## src/rtl/cw_iambic_keyer_if.sv

```systemverilog
// cw_iambic_keyer_if: command bus carrying config writes into the keyer
interface cw_iambic_keyer_if;
    logic [5:0]  cmd_addr;
    logic [31:0] cmd_data;
    logic        cmd_rqst;
    modport master (output cmd_addr, cmd_data, cmd_rqst);
    modport slave  (input  cmd_addr, cmd_data, cmd_rqst);
endinterface

```

## src/rtl/cw_iambic_keyer.sv

```systemverilog
// cw_iambic_keyer: iambic A/B and straight paddle keyer timed in msec_pulse ticks
module cw_iambic_keyer #(
    parameter logic [5:0] CFG_ADDR    = 6'h11,
    parameter int         DEFAULT_WPM = 20,
    parameter int         MAX_WPM     = 60
) (
    input  logic                     clk,
    input  logic                     rst_n,
    cw_iambic_keyer_if.slave         cmd,
    input  logic                     msec_pulse,
    input  logic                     dot_key_debounced,
    input  logic                     dash_key_debounced,
    output logic                     keyer_out,
    output logic                     keyer_active
);
    typedef enum logic [1:0] {IDLE, DOT, DASH, GAP} state_t;
    localparam logic [5:0]  MAX6    = 6'(MAX_WPM);
    localparam logic [5:0]  DEF6    = 6'(DEFAULT_WPM);
    localparam logic [10:0] DEF_DOT = 11'(1200 / DEFAULT_WPM);

    state_t      state_q, state_d;
    logic [11:0] cnt_q, cnt_d;
    logic        dot_mem_q, dot_mem_d, dash_mem_q, dash_mem_d;
    logic        last_q, last_d, key_q, key_d;
    logic        enable_q, enable_d, reverse_q, reverse_d;
    logic [1:0]  mode_q, mode_d;
    logic [5:0]  wpm_q, wpm_d;
    logic [10:0] dot_ms_q, dot_ms_d;
    logic        div_busy_q, div_busy_d;
    logic [3:0]  div_cnt_q, div_cnt_d;
    logic [10:0] div_quo_q, div_quo_d;
    logic [5:0]  div_rem_q, div_rem_d;
    logic [6:0]  trial;
    logic        ge, wr, dot_p, dash_p, iambic, mode_b, opp, same, go_dot, go_dash;
    logic [5:0]  wpm_in;
    logic [11:0] dot_len, dash_len;
    logic        unused_cmd_bits;

    assign unused_cmd_bits = ^cmd.cmd_data[31:10];
    assign wr       = cmd.cmd_rqst && (cmd.cmd_addr == CFG_ADDR);
    assign wpm_in   = cmd.cmd_data[5:0];
    assign dot_p    = reverse_q ? dash_key_debounced : dot_key_debounced;
    assign dash_p   = reverse_q ? dot_key_debounced : dash_key_debounced;
    assign iambic   = (mode_q == 2'b01) || (mode_q == 2'b10);
    assign mode_b   = (mode_q == 2'b10);
    assign dot_len  = 12'(dot_ms_q);
    assign dash_len = 12'(dot_ms_q) * 12'd3;
    assign trial    = {div_rem_q, div_quo_q[10]};
    assign ge       = trial >= {1'b0, wpm_q};
    // last_q=1 means the previous element was a dash, so the opposite is a dot
    assign opp      = last_q ? (dot_p | (mode_b & dot_mem_q)) : (dash_p | (mode_b & dash_mem_q));
    assign same     = last_q ? dash_p : dot_p;
    assign keyer_out    = key_q;
    assign keyer_active = (state_q != IDLE) | key_q;

    always_comb begin
        enable_d   = enable_q;
        reverse_d  = reverse_q;
        mode_d     = mode_q;
        wpm_d      = wpm_q;
        dot_ms_d   = dot_ms_q;
        div_busy_d = div_busy_q;
        div_cnt_d  = div_cnt_q;
        div_quo_d  = div_quo_q;
        div_rem_d  = div_rem_q;
        if (div_busy_q) begin
            div_quo_d = {div_quo_q[9:0], ge};
            div_rem_d = ge ? 6'(trial - {1'b0, wpm_q}) : trial[5:0];
            div_cnt_d = div_cnt_q - 4'd1;
            if (div_cnt_q == 4'd1) begin
                div_busy_d = 1'b0;
                dot_ms_d   = {div_quo_q[9:0], ge};
            end
        end
        if (wr) begin
            wpm_d      = (wpm_in == 6'd0) ? 6'd1 : (wpm_in > MAX6) ? MAX6 : wpm_in;
            mode_d     = cmd.cmd_data[7:6];
            reverse_d  = cmd.cmd_data[8];
            enable_d   = cmd.cmd_data[9];
            div_busy_d = 1'b1;
            div_cnt_d  = 4'd11;
            div_quo_d  = 11'd1200;
            div_rem_d  = 6'd0;
        end
    end

    always_comb begin
        state_d    = state_q;
        cnt_d      = cnt_q;
        dot_mem_d  = dot_mem_q;
        dash_mem_d = dash_mem_q;
        last_d     = last_q;
        key_d      = key_q;
        go_dot     = 1'b0;
        go_dash    = 1'b0;
        if (!enable_q) begin
            state_d    = IDLE;
            key_d      = 1'b0;
            dot_mem_d  = 1'b0;
            dash_mem_d = 1'b0;
        end else if (!iambic) begin
            state_d    = IDLE;
            dot_mem_d  = 1'b0;
            dash_mem_d = 1'b0;
            key_d      = msec_pulse ? dot_p : key_q;
        end else if (msec_pulse) begin
            // Mode B only remembers the paddle opposite the element in progress
            if (mode_b && (state_q == DOT || (state_q == GAP && !last_q)) && dash_p)
                dash_mem_d = 1'b1;
            if (mode_b && (state_q == DASH || (state_q == GAP && last_q)) && dot_p)
                dot_mem_d = 1'b1;
            if (state_q != IDLE)
                cnt_d = cnt_q - 12'd1;
            unique case (state_q)
                IDLE: begin
                    go_dot  = dot_p;
                    go_dash = !dot_p && dash_p;
                    if (mode_b && dot_p && dash_p)
                        dash_mem_d = 1'b1;
                end
                DOT, DASH: if (cnt_q == 12'd1) begin
                    state_d = GAP;
                    cnt_d   = dot_len;
                    key_d   = 1'b0;
                    last_d  = (state_q == DASH);
                end
                GAP: if (cnt_q == 12'd1) begin
                    go_dot  = last_q ? opp : (!opp && same);
                    go_dash = last_q ? (!opp && same) : opp;
                    if (!opp && !same) begin
                        state_d    = IDLE;
                        dot_mem_d  = 1'b0;
                        dash_mem_d = 1'b0;
                    end
                end
            endcase
            if (go_dot) begin
                state_d   = DOT;
                cnt_d     = dot_len;
                key_d     = 1'b1;
                dot_mem_d = 1'b0;
            end
            if (go_dash) begin
                state_d    = DASH;
                cnt_d      = dash_len;
                key_d      = 1'b1;
                dash_mem_d = 1'b0;
            end
        end
    end

    always_ff @(posedge clk or negedge rst_n) begin
        if (!rst_n) begin
            state_q    <= IDLE;
            cnt_q      <= '0;
            dot_mem_q  <= 1'b0;
            dash_mem_q <= 1'b0;
            last_q     <= 1'b0;
            key_q      <= 1'b0;
            enable_q   <= 1'b0;
            reverse_q  <= 1'b0;
            mode_q     <= 2'b10;
            wpm_q      <= DEF6;
            dot_ms_q   <= DEF_DOT;
            div_busy_q <= 1'b0;
            div_cnt_q  <= '0;
            div_quo_q  <= '0;
            div_rem_q  <= '0;
        end else begin
            state_q    <= state_d;
            cnt_q      <= cnt_d;
            dot_mem_q  <= dot_mem_d;
            dash_mem_q <= dash_mem_d;
            last_q     <= last_d;
            key_q      <= key_d;
            enable_q   <= enable_d;
            reverse_q  <= reverse_d;
            mode_q     <= mode_d;
            wpm_q      <= wpm_d;
            dot_ms_q   <= dot_ms_d;
            div_busy_q <= div_busy_d;
            div_cnt_q  <= div_cnt_d;
            div_quo_q  <= div_quo_d;
            div_rem_q  <= div_rem_d;
        end
    end
endmodule

```

## src/flat_wrapper.sv

```systemverilog
// flat-port wrapper written by rule: the top's interface ports become plain ports
module cw_iambic_keyer_flat 
#(
    parameter logic [5:0] CFG_ADDR    = 6'h11,
    parameter int         DEFAULT_WPM = 20,
    parameter int         MAX_WPM     = 60
)
  (clk, rst_n, msec_pulse, dot_key_debounced, dash_key_debounced, keyer_out, keyer_active, cmd_cmd_addr, cmd_cmd_data, cmd_cmd_rqst);
  cw_iambic_keyer_if cmd_i ();
  input  logic clk;
  input  logic rst_n;
  input  logic msec_pulse;
  input  logic dot_key_debounced;
  input  logic dash_key_debounced;
  output logic keyer_out;
  output logic keyer_active;
  input wire logic [$bits(cmd_i.cmd_addr)-1:0] cmd_cmd_addr;
  input wire logic [$bits(cmd_i.cmd_data)-1:0] cmd_cmd_data;
  input wire logic [$bits(cmd_i.cmd_rqst)-1:0] cmd_cmd_rqst;
  assign cmd_i.cmd_addr = cmd_cmd_addr;
  assign cmd_i.cmd_data = cmd_cmd_data;
  assign cmd_i.cmd_rqst = cmd_cmd_rqst;
  cw_iambic_keyer #(.CFG_ADDR(CFG_ADDR), .DEFAULT_WPM(DEFAULT_WPM), .MAX_WPM(MAX_WPM)) u_core (.clk(clk), .rst_n(rst_n), .cmd(cmd_i), .msec_pulse(msec_pulse), .dot_key_debounced(dot_key_debounced), .dash_key_debounced(dash_key_debounced), .keyer_out(keyer_out), .keyer_active(keyer_active));
endmodule
```

## config.mk

```make
export PLATFORM = sky130hd
export DESIGN_NAME = cw_iambic_keyer_flat
export DESIGN_NICKNAME = d
export VERILOG_FILES = /design/src/rtl/cw_iambic_keyer_if.sv /design/src/rtl/cw_iambic_keyer.sv /design/src/flat_wrapper.sv
export SDC_FILE = /design/constraint.sdc
export NUM_CORES = 1
export LEC_CHECK = 0
export BUFFER_PORTS_ARGS = -buffer_cell sky130_fd_sc_hd__buf_4
export CAP_MARGIN = 15
export CORE_ASPECT_RATIO = 1.2
export CORE_MARGIN = 1.5
export CORE_UTILIZATION = 54
export DETAILED_ROUTE_END_ITERATION = 10
export PLACE_DENSITY_LB_ADDON = 0.08
export SYNTH_ARGS = -nofsm -noshare
export SYNTH_HDL_FRONTEND = slang
export SYNTH_SLANG_ARGS = --single-unit
```

## constraint.sdc

```tcl
create_clock -name clk -period 2.1 [get_ports clk]
set_input_delay 0.21 -clock clk [delete_from_list [all_inputs] [get_ports clk]]
set_output_delay 0.21 -clock clk [all_outputs]
set_load 0.01 [all_outputs]
```

==> impl_metrics.py, run 1 <==
metrics = {
    "critical_path": {
        "reg2reg_from": "u_core.div_rem_q[0]",
        "path_buf_inv": 0,
        "crit_slowest_cell": "dfrtp_1",
        "crit_top_cell": "o21a_1",
        "rrSetupSlack_ns": -0.18,
        "end_kind": "flop",
        "start_kind": "flop",
        "critPathMaxStageDelay_ns": 0.42,
        "crit_chain": "ha_4, nor2b_4, o21a_1, o21a_1, o31a_1, or2_4, o311a_1",
        "critical_path_class": "reg -> reg",
        "r2r_cells": 7,
        "cp_data_required_time_ns": 2.32,
        "r2r-end": "u_core.div_rem_q[2]",
        "critPathTopFamily": "compound AO/OA/AOI/OAI gates",
        "critPathArrivalTime_ns": 2.50,
        "crit_fanout": 4,
    },
    "timing": {
        "setup_slack_ns": -0.183,
        "period_minus_slack_ns": 2.28,
        "drv_slew": 0,
        "rsz0062_at_grt": "true",
        "max_freq_mhz": 438,
        "fin_setup_tns_ns": -0.739,
        "holdWs_ns": 0.0528,
        "post-route-period-util": 1.09,
        "slew_headroom": 0.469,
        "setup_violations": 7,
        "clock-skew-final_ns": 0.0124,
        "max_slew.worst_pin.slew_ns": 0.796,
        "finalHoldViolCount": 0,
    },
    "cells_and_area": {
        "nFillCells": 568,
        "nets": 624,
        "syn2layout_area_growth_pct": 29.8,
        "multiInputGateArea_mm2": 0.00268,
        "final_layout_size_suffix_gt1_frac": 0.328,
        "post-route-util": 0.717,
        "num_antenna_cells": 0,
        "seq_area_mm2": 0.00154,
        "fin_cells": 650,
    },
    "min_path": {
        "min_path_cells": 3,
        "hold_path.class": "in -> reg",
        "worstHoldStart": "cmd_cmd_data[8]",
        "hold-path-endpoint": "u_core.reverse_q",
    },
    "placement": {
        "place_inst": 625,
        "dpl.hpwl_um": 7230,
        "gp_congestion": 0.862,
        "port_buffers": 23,
    },
    "floorplanning": {
        "fp.dieH_um": 99.4,
        "io_pins": 46,
        "num_rows": 35,
        "dieArea_mm2": 0.00829,
        "initial_core_util": 0.552,
        "coreArea_mm2": 0.00758,
        "die_w_um": 83.4,
    },
    "outcome": {
        "violations": "negative setup slack",
        "status": "complete, but fails checks",
    },
    "synthesis": {
        "yosys.area_share.simple": 0.202,
        "synth_area_per_cell_um2": 8.96,
        "synth_compound_area_frac": 0.182,
        "synthCells": 467,
        "synthAdderAreaFrac": 0.0843,
        "synthArstFlopShare": 1.00,
        "synthFlopType": "dfrtp_1",
        "synth_edf_count": 0,
        "synth_top_family_by_area": "simple AND/OR/NAND/NOR gates",
        "ys_types": 64,
        "yosysSeqAreaShare": 0.367,
        "synth_xor_area_frac": 0.0356,
        "synth-seq-cells": 61,
        "syn_area_mm2": 0.00418,
        "synthMuxAreaShare": 0.0769,
        "synth_warnings": 0,
        "syn-num-nets": 538,
    },
    "global_routing": {
        "antenna_found_initial": 0,
        "overflow": 0,
        "grt_max_degree": 62,
        "grt_pass1_vias": 3800,
        "grt.total_usage": 0.259,
        "grt_pass1_wl_um": 17500,
    },
    "route": {
        "drtIter0Drc": 204,
        "routed_wl_um": 10500,
        "vias": 3837,
        "routed_via_density": 5.90,
        "drc": 0,
        "wl_per_cell_um": 16.1,
        "first_pass_iters": 4,
        "ant_nets": 0,
    },
    "clock_tree": {
        "insertion_delay_ns": 0.35,
        "cts_tree": "yes",
        "clk_path_buf_depth": 2,
        "cts.htree.levels": 3,
        "numCtsBuffers": 9,
        "root_buffer": "clkbuf_8",
        "cts_num_sinks": 61,
        "path_clk_slew_ns": 0.08,
    },
    "power": {
        "ir_worst_vdd_v": 0.000962,
        "power.total_mw": 7.46,
        "leakage_nw": 2.44,
        "power_density_mw_per_mm2": 1370,
    },
    "flow_run": {
        "cap_violations": 0,
    },
}
where the power goes:
| part | total (mW) | leakage (nW) | internal (mW) | switching, mW |
|---|---|---|---|---|
| Clock | 1.32 | 0.116 | 0.794 | 0.527 |
| Combinational | 4.07 | 1.60 | 2.11 | 1.96 |
| Sequential | 2.07 | 0.729 | 1.66 | 0.411 |
| Total | 7.46 | 2.44 | 4.56 | 2.90 |
state kept, by name (all words and copies together), names as in the netlist, 2 cells and up:
register / flops
u_core.dot_ms_q: 11
u_core.mode_q: 2
u_core.div_quo_q: 11
u_core.div_cnt_q: 4
u_core.wpm_q: 6
u_core.cnt_q: 12
u_core.div_rem_q: 6
u_core.state_q: 2
how the worst max path moves through the flow:
stage                         from                   to  cells after the start
4_1_cts            u_core.wpm_q[1]  u_core.div_rem_q[2]                      8
3_3_place_gp    u_core.dot_ms_q[2]     u_core.cnt_q[11]                      9
6_report       u_core.div_rem_q[0]  u_core.div_rem_q[2]                      7
3_5_place_dp   u_core.div_rem_q[0]  u_core.div_rem_q[2]                      7
2_1_floorplan      u_core.wpm_q[1]  u_core.div_rem_q[2]                      8
5_1_grt        u_core.div_rem_q[0]  u_core.div_rem_q[2]                      7
synthesized netlist by cell type, drive strengths merged (3+ instances only):
master  instances  area, um^2
dfstp           7         184
inv            26        97.6
clkbuf         17        63.8
xor2            8        70.1
a31oi           7        50.1
o21ai          34         170
and2            6        40.0
a21oi          22         110
nand3          20         100
a211oi          5        37.5
nor2           27         101
o21a            6        45.0
nor3           10        55.1
a311oi          4        52.6
mux2           11         131
o211ai         11        87.6
o311a           3        30.0
mux2i          19         190
or3             6        37.5
nand4           8        50.1
nand2          57         216
nor3b           3        22.5
ha             25         313
nor4            7        43.8
nor2b           5        31.3
xnor2           9        78.8
buf             7        55.1
dfrtp          54        1350
nand2b          4        25.0
layout make-up:
class                      instances  share of cell area
clock inverter                     7              0.0226
timing repair buffer              99               0.139
multi-input combinational        356               0.494
clock buffer                       9              0.0228
inverter                          26              0.0180
sequential                        61               0.283
tap                               92              0.0212
kinds of logic (layout without fill, tap and decap cells):
group | count (synthesis) | in the layout
simple gates | 168 | 168
compound gates | 114 | 114
flops | 61 | 61
buf+inv | 50 | 141
mux | 30 | 30
fa+ha+maj | 27 | 27
xor+xnor | 17 | 17
worst reg2reg max path, delay by kind of cell (launching register included):
family          cells  cell delay (ns)
flops               1             0.42
compound gates      4             1.08
simple gates        2             0.41
fa+ha+maj           1             0.25
metrics by stage:
| step | setup WS, ns | instance area, um^2 |
|---|---|---|
| 3_3_place_gp | -0.100 | 4860 |
| 3_5_place_dp | -0.106 | 4860 |
| 4_1_cts | -0.0765 | 5170 |
| 6_report | -0.183 | 5430 |
| 5_1_grt | -0.227 | 5430 |
| 2_1_floorplan | -0.0493 | 4190 |
cells in the final DEF, fill, tap and decap left out, types with 4 or more instances in the layout:
cell type,count
nor3_1,8
inv_1,24
o21ai_0,30
dfrtp_1,54
dfstp_2,7
xor2_1,8
ha_1,18
xnor2_1,8
nand2b_1,4
nor2_1,26
nor4_1,4
clkbuf_8,9
or3_1,5
o21a_1,6
o211ai_1,10
ha_4,5
nand3_1,20
and2_4,4
buf_4,96
mux2_2,9
a31oi_1,4
mux2i_1,19
a21oi_1,19
nand2_1,54
nand4_1,8
per-layer routing:
metal	up-vias	routed length, um	track usage
li1	1865	-	-
met1	1857	4490	0.320
met2	84	5410	0.457
met3	31	303	0.0349
met4	0	277	0.108
met5	-	0	0
timing repair:
action,in CTS,in global routing
setup buffers,3,7
pin swaps,7,22
gates cloned,0,0
hold buffers,1,0
endpoints found under the setup margin,18,23
resized for setup,17,39
endpoints found under the hold margin,54,0
Note: power is estimated with default switching activity, not from simulation.
==> inputs of run 2 (changes only) <==
--- a/config.mk
+++ b/config.mk
@@ -11,7 +11,7 @@
 export CORE_MARGIN = 1.5
 export CORE_UTILIZATION = 54
 export DETAILED_ROUTE_END_ITERATION = 10
-export PLACE_DENSITY_LB_ADDON = 0.08
+export PLACE_DENSITY_LB_ADDON = 0.1
 export SYNTH_ARGS = -nofsm -noshare
 export SYNTH_HDL_FRONTEND = slang
 export SYNTH_SLANG_ARGS = --single-unit
==> impl_metrics.py, run 2 (synthesized netlist as in run 1, its figures left out) <==
metrics = {
    "timing": {
        "clock-skew-final_ns": 0.0106,
        "rsz0062_at_grt": "true",
        "setup_violations": 3,
        "period_minus_slack_ns": 2.19,
        "slew_headroom": 0.473,
        "post-route-period-util": 1.04,
        "setup_slack_ns": -0.0913,
        "max_freq_mhz": 456,
        "max_slew.worst_pin.slew_ns": 0.790,
        "finalHoldViolCount": 0,
        "drv_slew": 0,
        "fin_setup_tns_ns": -0.227,
    },
    "cells_and_area": {
        "post-route-util": 0.707,
        "final_cell_mix": "buf_4 (90), nand2_1 (55), dfrtp_1 (53)",
        "top_regs": "u_core.cnt_q x12, u_core.div_quo_q x11, u_core.dot_ms_q x11",
        "largest_reg_flops": 12,
        "nets": 617,
        "top_register": "u_core.cnt_q",
        "final_layout_size_suffix_gt1_frac": 0.314,
        "syn2layout_area_growth_pct": 28.0,
        "num_antenna_cells": 0,
        "nFillCells": 601,
        "final_common_cell": "buf_4",
        "fin_cells": 643,
    },
    "route": {
        "routed_wl_um": 10500,
        "vias": 3809,
        "drc": 0,
        "routed_via_density": 5.92,
        "ant_nets": 0,
        "first_pass_iters": 5,
        "wl_per_cell_um": 16.4,
        "drtIter0Drc": 260,
    },
    "clock_tree": {
        "cts.htree.levels": 3,
        "insertion_delay_ns": 0.34,
        "path_clk_slew_ns": 0.08,
        "cts_num_sinks": 61,
        "clk_path_buf_depth": 2,
        "root_buffer": "clkbuf_8",
        "numCtsBuffers": 9,
        "cts_tree": "yes",
    },
    "global_routing": {
        "grt_pass1_vias": 3761,
        "grt_max_degree": 62,
        "overflow": 0,
        "antenna_found_initial": 0,
        "grt.total_usage": 0.256,
        "grt_pass1_wl_um": 17200,
    },
    "floorplanning": {
        "fp.dieH_um": 99.4,
        "dieArea_mm2": 0.00829,
        "num_rows": 35,
        "coreArea_mm2": 0.00758,
        "initial_core_util": 0.552,
        "die_w_um": 83.4,
        "io_pins": 46,
    },
    "power": {
        "power_density_mw_per_mm2": 1370,
        "p_sw_mw": 2.89,
        "p_clk_frac": 0.176,
        "combPwrFrac": 0.545,
        "leakage_nw": 2.39,
        "swShare": 0.394,
        "internal_power_mw": 4.45,
        "ir_worst_vdd_v": 0.000911,
        "p_seq_frac": 0.279,
    },
    "placement": {
        "port_buffers": 23,
        "dp_slack_ns": -0.116,
        "dpl.hpwl_um": 7410,
        "place_inst": 621,
        "gp_congestion": 0.872,
    },
    "critical_path": {
        "cp_data_required_time_ns": 2.32,
        "end_kind": "flop",
        "crit_top_cell": "o21a_1",
        "critPathArrivalTime_ns": 2.41,
        "crit_chain": "inv_2, ha_4, nor2b_4, o21a_1, o21a_1, o31a_1, or2_4, o311a_1",
        "critPathMaxStageDelay_ns": 0.40,
        "crit_slowest_cell": "dfrtp_1",
        "start_kind": "flop",
        "critical_path_class": "reg -> reg",
        "crit_fanout": 5,
    },
    "flow_run": {
        "cap_violations": 0,
    },
    "min_path": {
        "hold_path.class": "in -> reg",
    },
    "outcome": {
        "status": "complete, but fails checks",
        "violations": "negative setup slack",
    },
}
## run 2: cell types whose count changed in the layout (fill, tap and decap cells not counted), sizes merged
cell | previous run | this run
buf | 98 | 91
## run 2: layer usage
| metal | up-vias | part of all wire | global-route usage |
|---|---|---|---|
| met1 | 1862 | 0.43 | 0.317 |
| met2 | 81 | 0.53 | 0.453 |
| met4 | 0 | 0.016 | 0.101 |
| met3 | 17 | 0.026 | 0.0332 |
| met5 | - | 0 | 0 |
| li1 | 1849 | - | - |
## run 2: area by class of cell
class | instances | area, um^2 | area share
inverters | 26 | 97.6 | 0.0182
multi-input cells | 356 | 2660 | 0.496
well taps | 92 | 115 | 0.0215
clock buffers | 9 | 124 | 0.0231
flip-flops and latches | 61 | 1540 | 0.287
clock inverters | 7 | 123 | 0.0229
repair buffers | 92 | 706 | 0.132
## run 2: worst max-delay path: cells and delay by family, from the launching register on
| family | cells | cell delay [ns] |
|---|---|---|
| buffers and inverters | 1 | 0.08 |
| AO/OA/AOI/OAI | 4 | 0.98 |
| adder cells (fa/ha/maj) | 1 | 0.20 |
| AND/OR/NAND/NOR | 2 | 0.42 |
| flip-flops | 1 | 0.40 |
## run 2: timing repair
action | in CTS | in global routing
endpoints found under the setup margin | 16 | 20
hold buffers | 1 | 0
gates resized for setup | 12 | 38
setup buffers | 2 | 4
hold endpoints to repair | 54 | 0
pin swaps | 4 | 16
## run 2: through the flow
step	power [mW]	area, um^2	hold slack, ns
2_1_floorplan	4.30	4190	-0.0856
3_3_place_gp	5.34	4840	0.337
3_5_place_dp	5.48	4840	0.340
4_1_cts	6.89	5170	0.0515
5_1_grt	7.87	5360	0.0784
6_report	7.35	5360	0.0667
## run 2: power by group through the flow
stage               Combinational [mW]  Sequential, mW  Clock, mW
global route                      4.40            2.11       1.36
finish                            4.00            2.05       1.30
global placement                  3.33            2.01          0
floorplan                         2.33            1.96          0
CTS                               3.55            2.03       1.32
detailed placement                3.44            2.04          0
## run 2: path summary, 6_finish.rpt
path / startpoint / end / slack, ns / cells past startpoint
worst max-delay path: u_core.wpm_q[1] / u_core.div_rem_q[2] / -0.09 / 8
worst min-delay path: cmd_cmd_data[7] / u_core.mode_q[1] / 0.07 / 3
worst max register to register: u_core.wpm_q[1] / u_core.div_rem_q[2] / -0.09 / 8
worst min register to register: u_core.mode_q[1] / u_core.mode_q[1] / 0.47 / 2
max in group asynchronous: rst_n / u_core.reverse_q / 1.07 / 2
min in group asynchronous: rst_n / u_core.last_q / 0.49 / 2
==> inputs of run 3 (changes only) <==
--- a/config.mk
+++ b/config.mk
@@ -7,9 +7,11 @@
 export LEC_CHECK = 0
 export BUFFER_PORTS_ARGS = -buffer_cell sky130_fd_sc_hd__buf_4
 export CAP_MARGIN = 15
+export CELL_PAD_IN_SITES_DETAIL_PLACEMENT = 1
+export CELL_PAD_IN_SITES_GLOBAL_PLACEMENT = 1
 export CORE_ASPECT_RATIO = 1.2
 export CORE_MARGIN = 1.5
-export CORE_UTILIZATION = 54
+export CORE_UTILIZATION = 41
 export DETAILED_ROUTE_END_ITERATION = 10
 export PLACE_DENSITY_LB_ADDON = 0.1
 export SYNTH_ARGS = -nofsm -noshare
==> impl_metrics.py, run 3 (synthesized netlist as in run 1, its figures left out) <==
metrics = {
    "outcome": {
        "violations": "negative setup slack",
        "status": "complete, but fails checks",
    },
    "floorplanning": {
        "die_w_um": 95.2,
        "io_pins": 46,
        "num_rows": 40,
        "fp.dieH_um": 114,
        "coreArea_mm2": 0.00996,
        "initial_core_util": 0.420,
        "dieArea_mm2": 0.0108,
    },
    "global_routing": {
        "antenna_found_initial": 0,
        "grt_max_degree": 48,
        "grt_pass1_vias": 4162,
        "grt_pass1_wl_um": 20500,
        "overflow": 0,
        "grt.total_usage": 0.246,
    },
    "clock_tree": {
        "path_clk_slew_ns": 0.05,
        "cts_tree": "yes",
        "numCtsBuffers": 9,
        "insertion_delay_ns": 0.33,
        "clk_path_buf_depth": 2,
        "cts_num_sinks": 61,
        "root_buffer": "clkbuf_16",
        "cts.htree.levels": 3,
    },
    "power": {
        "leakage_nw": 2.49,
        "ir_worst_vdd_v": 0.000868,
        "power.total_mw": 8.10,
        "power_density_mw_per_mm2": 1440,
    },
    "critical_path": {
        "startpoint": "u_core.div_rem_q[0]",
        "path_buf_inv": 0,
        "crit_cells": 7,
        "cp_data_required_time_ns": 2.31,
        "crit_top_cell": "o21a_1",
        "critPathTopFamily": "compound AO/OA/AOI/OAI gates",
        "start_kind": "flop",
        "critPathMaxStageDelay_ns": 0.41,
        "rrSetupSlack_ns": -0.13,
        "critPathArrivalTime_ns": 2.44,
        "reg2reg_from": "u_core.div_rem_q[0]",
        "crit_chain": "ha_4, nor2b_4, o21a_1, o21a_1, o31a_1, or2_4, o311a_1",
        "critical_path_class": "reg -> reg",
        "crit_slowest_cell": "dfrtp_1",
        "r2r_cells": 7,
        "crit_fanout": 4,
        "end_kind": "flop",
    },
    "cells_and_area": {
        "post-route-util": 0.565,
        "seq_area_mm2": 0.00154,
        "multiInputGateArea_mm2": 0.00274,
        "final_common_cell": "buf_4",
        "final_layout_size_suffix_gt1_frac": 0.338,
        "largest_reg_flops": 12,
        "nets": 628,
        "top_regs": "u_core.cnt_q x12, u_core.div_quo_q x11, u_core.dot_ms_q x11",
        "nFillCells": 1131,
        "fin_cells": 688,
        "final_cell_mix": "buf_4 (97), nand2_1 (56), dfrtp_1 (54)",
        "final_area_mm2": 0.00563,
        "syn2layout_area_growth_pct": 34.6,
        "top_register": "u_core.cnt_q",
        "num_antenna_cells": 0,
    },
    "timing": {
        "period_minus_slack_ns": 2.23,
        "slew_headroom": 0.673,
        "rsz0062_at_grt": "true",
        "setup_violations": 11,
        "max_slew.worst_pin.slew_ns": 0.486,
        "post-route-period-util": 1.06,
        "clock-skew-final_ns": 0.00424,
        "setup_slack_ns": -0.133,
        "drv_slew": 0,
        "max_freq_mhz": 448,
        "finalHoldViolCount": 0,
    },
    "route": {
        "wl_per_cell_um": 19.0,
        "first_pass_iters": 4,
        "vias": 3900,
        "ant_nets": 0,
        "drc": 0,
        "routed_wl_um": 13000,
        "drtIter0Drc": 127,
        "routed_via_density": 5.67,
    },
    "min_path": {
        "min_path_cells": 3,
        "worstHoldStart": "cmd_cmd_data[8]",
        "hold_path.class": "in -> reg",
    },
    "placement": {
        "dpl.hpwl_um": 8940,
        "placed_cell_area_mm2": 0.00495,
        "gp_congestion": 0.873,
        "place_inst": 664,
        "port_buffers": 23,
        "dp_slack_ns": -0.159,
    },
    "flow_run": {
        "cap_violations": 0,
    },
}
[run 3: final cells by class]
class	count	share of cell area
clock buffers	12	0.0438
well taps	126	0.0280
multi-input cells	356	0.487
flip-flops and latches	61	0.273
inverters	26	0.0173
clock inverters	4	0.00844
repair buffers	103	0.143
[run 3: power by group]
part | internal (mW) | switching [mW]
logic | 2.24 | 2.30
clock network | 0.947 | 0.540
registers | 1.66 | 0.416
total | 4.84 | 3.25
[run 3: worst register-to-register path, stage by stage (launching register included)]
cell     delay (ns)
dfrtp_1        0.41
ha_4           0.25
nor2b_4        0.12
o21a_1         0.19
o21a_1         0.21
o31a_1         0.35
or2_4          0.28
o311a_1        0.30
[run 3: what timing repair did]
action	CTS	global route
gates resized for setup	22	48
hold buffers	1	0
buffers inserted	3	5
pin swaps	13	20
hold endpoints to repair	14	0
setup endpoints to repair	21	22
[run 3: worst paths after layout]
| path | to |
|---|---|
| max | u_core.div_rem_q[2] |
| min | u_core.reverse_q |
| max reg2reg | u_core.div_rem_q[2] |
| min reg2reg | u_core.mode_q[1] |
| max in group asynchronous | u_core.dot_ms_q[5] |
| min in group asynchronous | u_core.last_q |
[run 3: stage by stage]
| step | setup TNS, ns | hold WS [ns] |
|---|---|---|
| after floorplan | -0.0985 | -0.0856 |
| after global placement | -1.06 | 0.0899 |
| after detailed placement | -1.72 | 0.0950 |
| after CTS | -0.424 | 0.0627 |
| after global routing | -1.39 | 0.0818 |
| final | -0.627 | 0.0715 |
[run 3: metal layers]
layer	part of all wire	up-vias	global-route usage	wire length [um]
met3	0.017	27	0.0280	225
li1	-	1867	-	-
met1	0.42	1958	0.288	5530
met4	0.027	0	0.118	355
met5	0	-	0	0
met2	0.53	48	0.437	6930
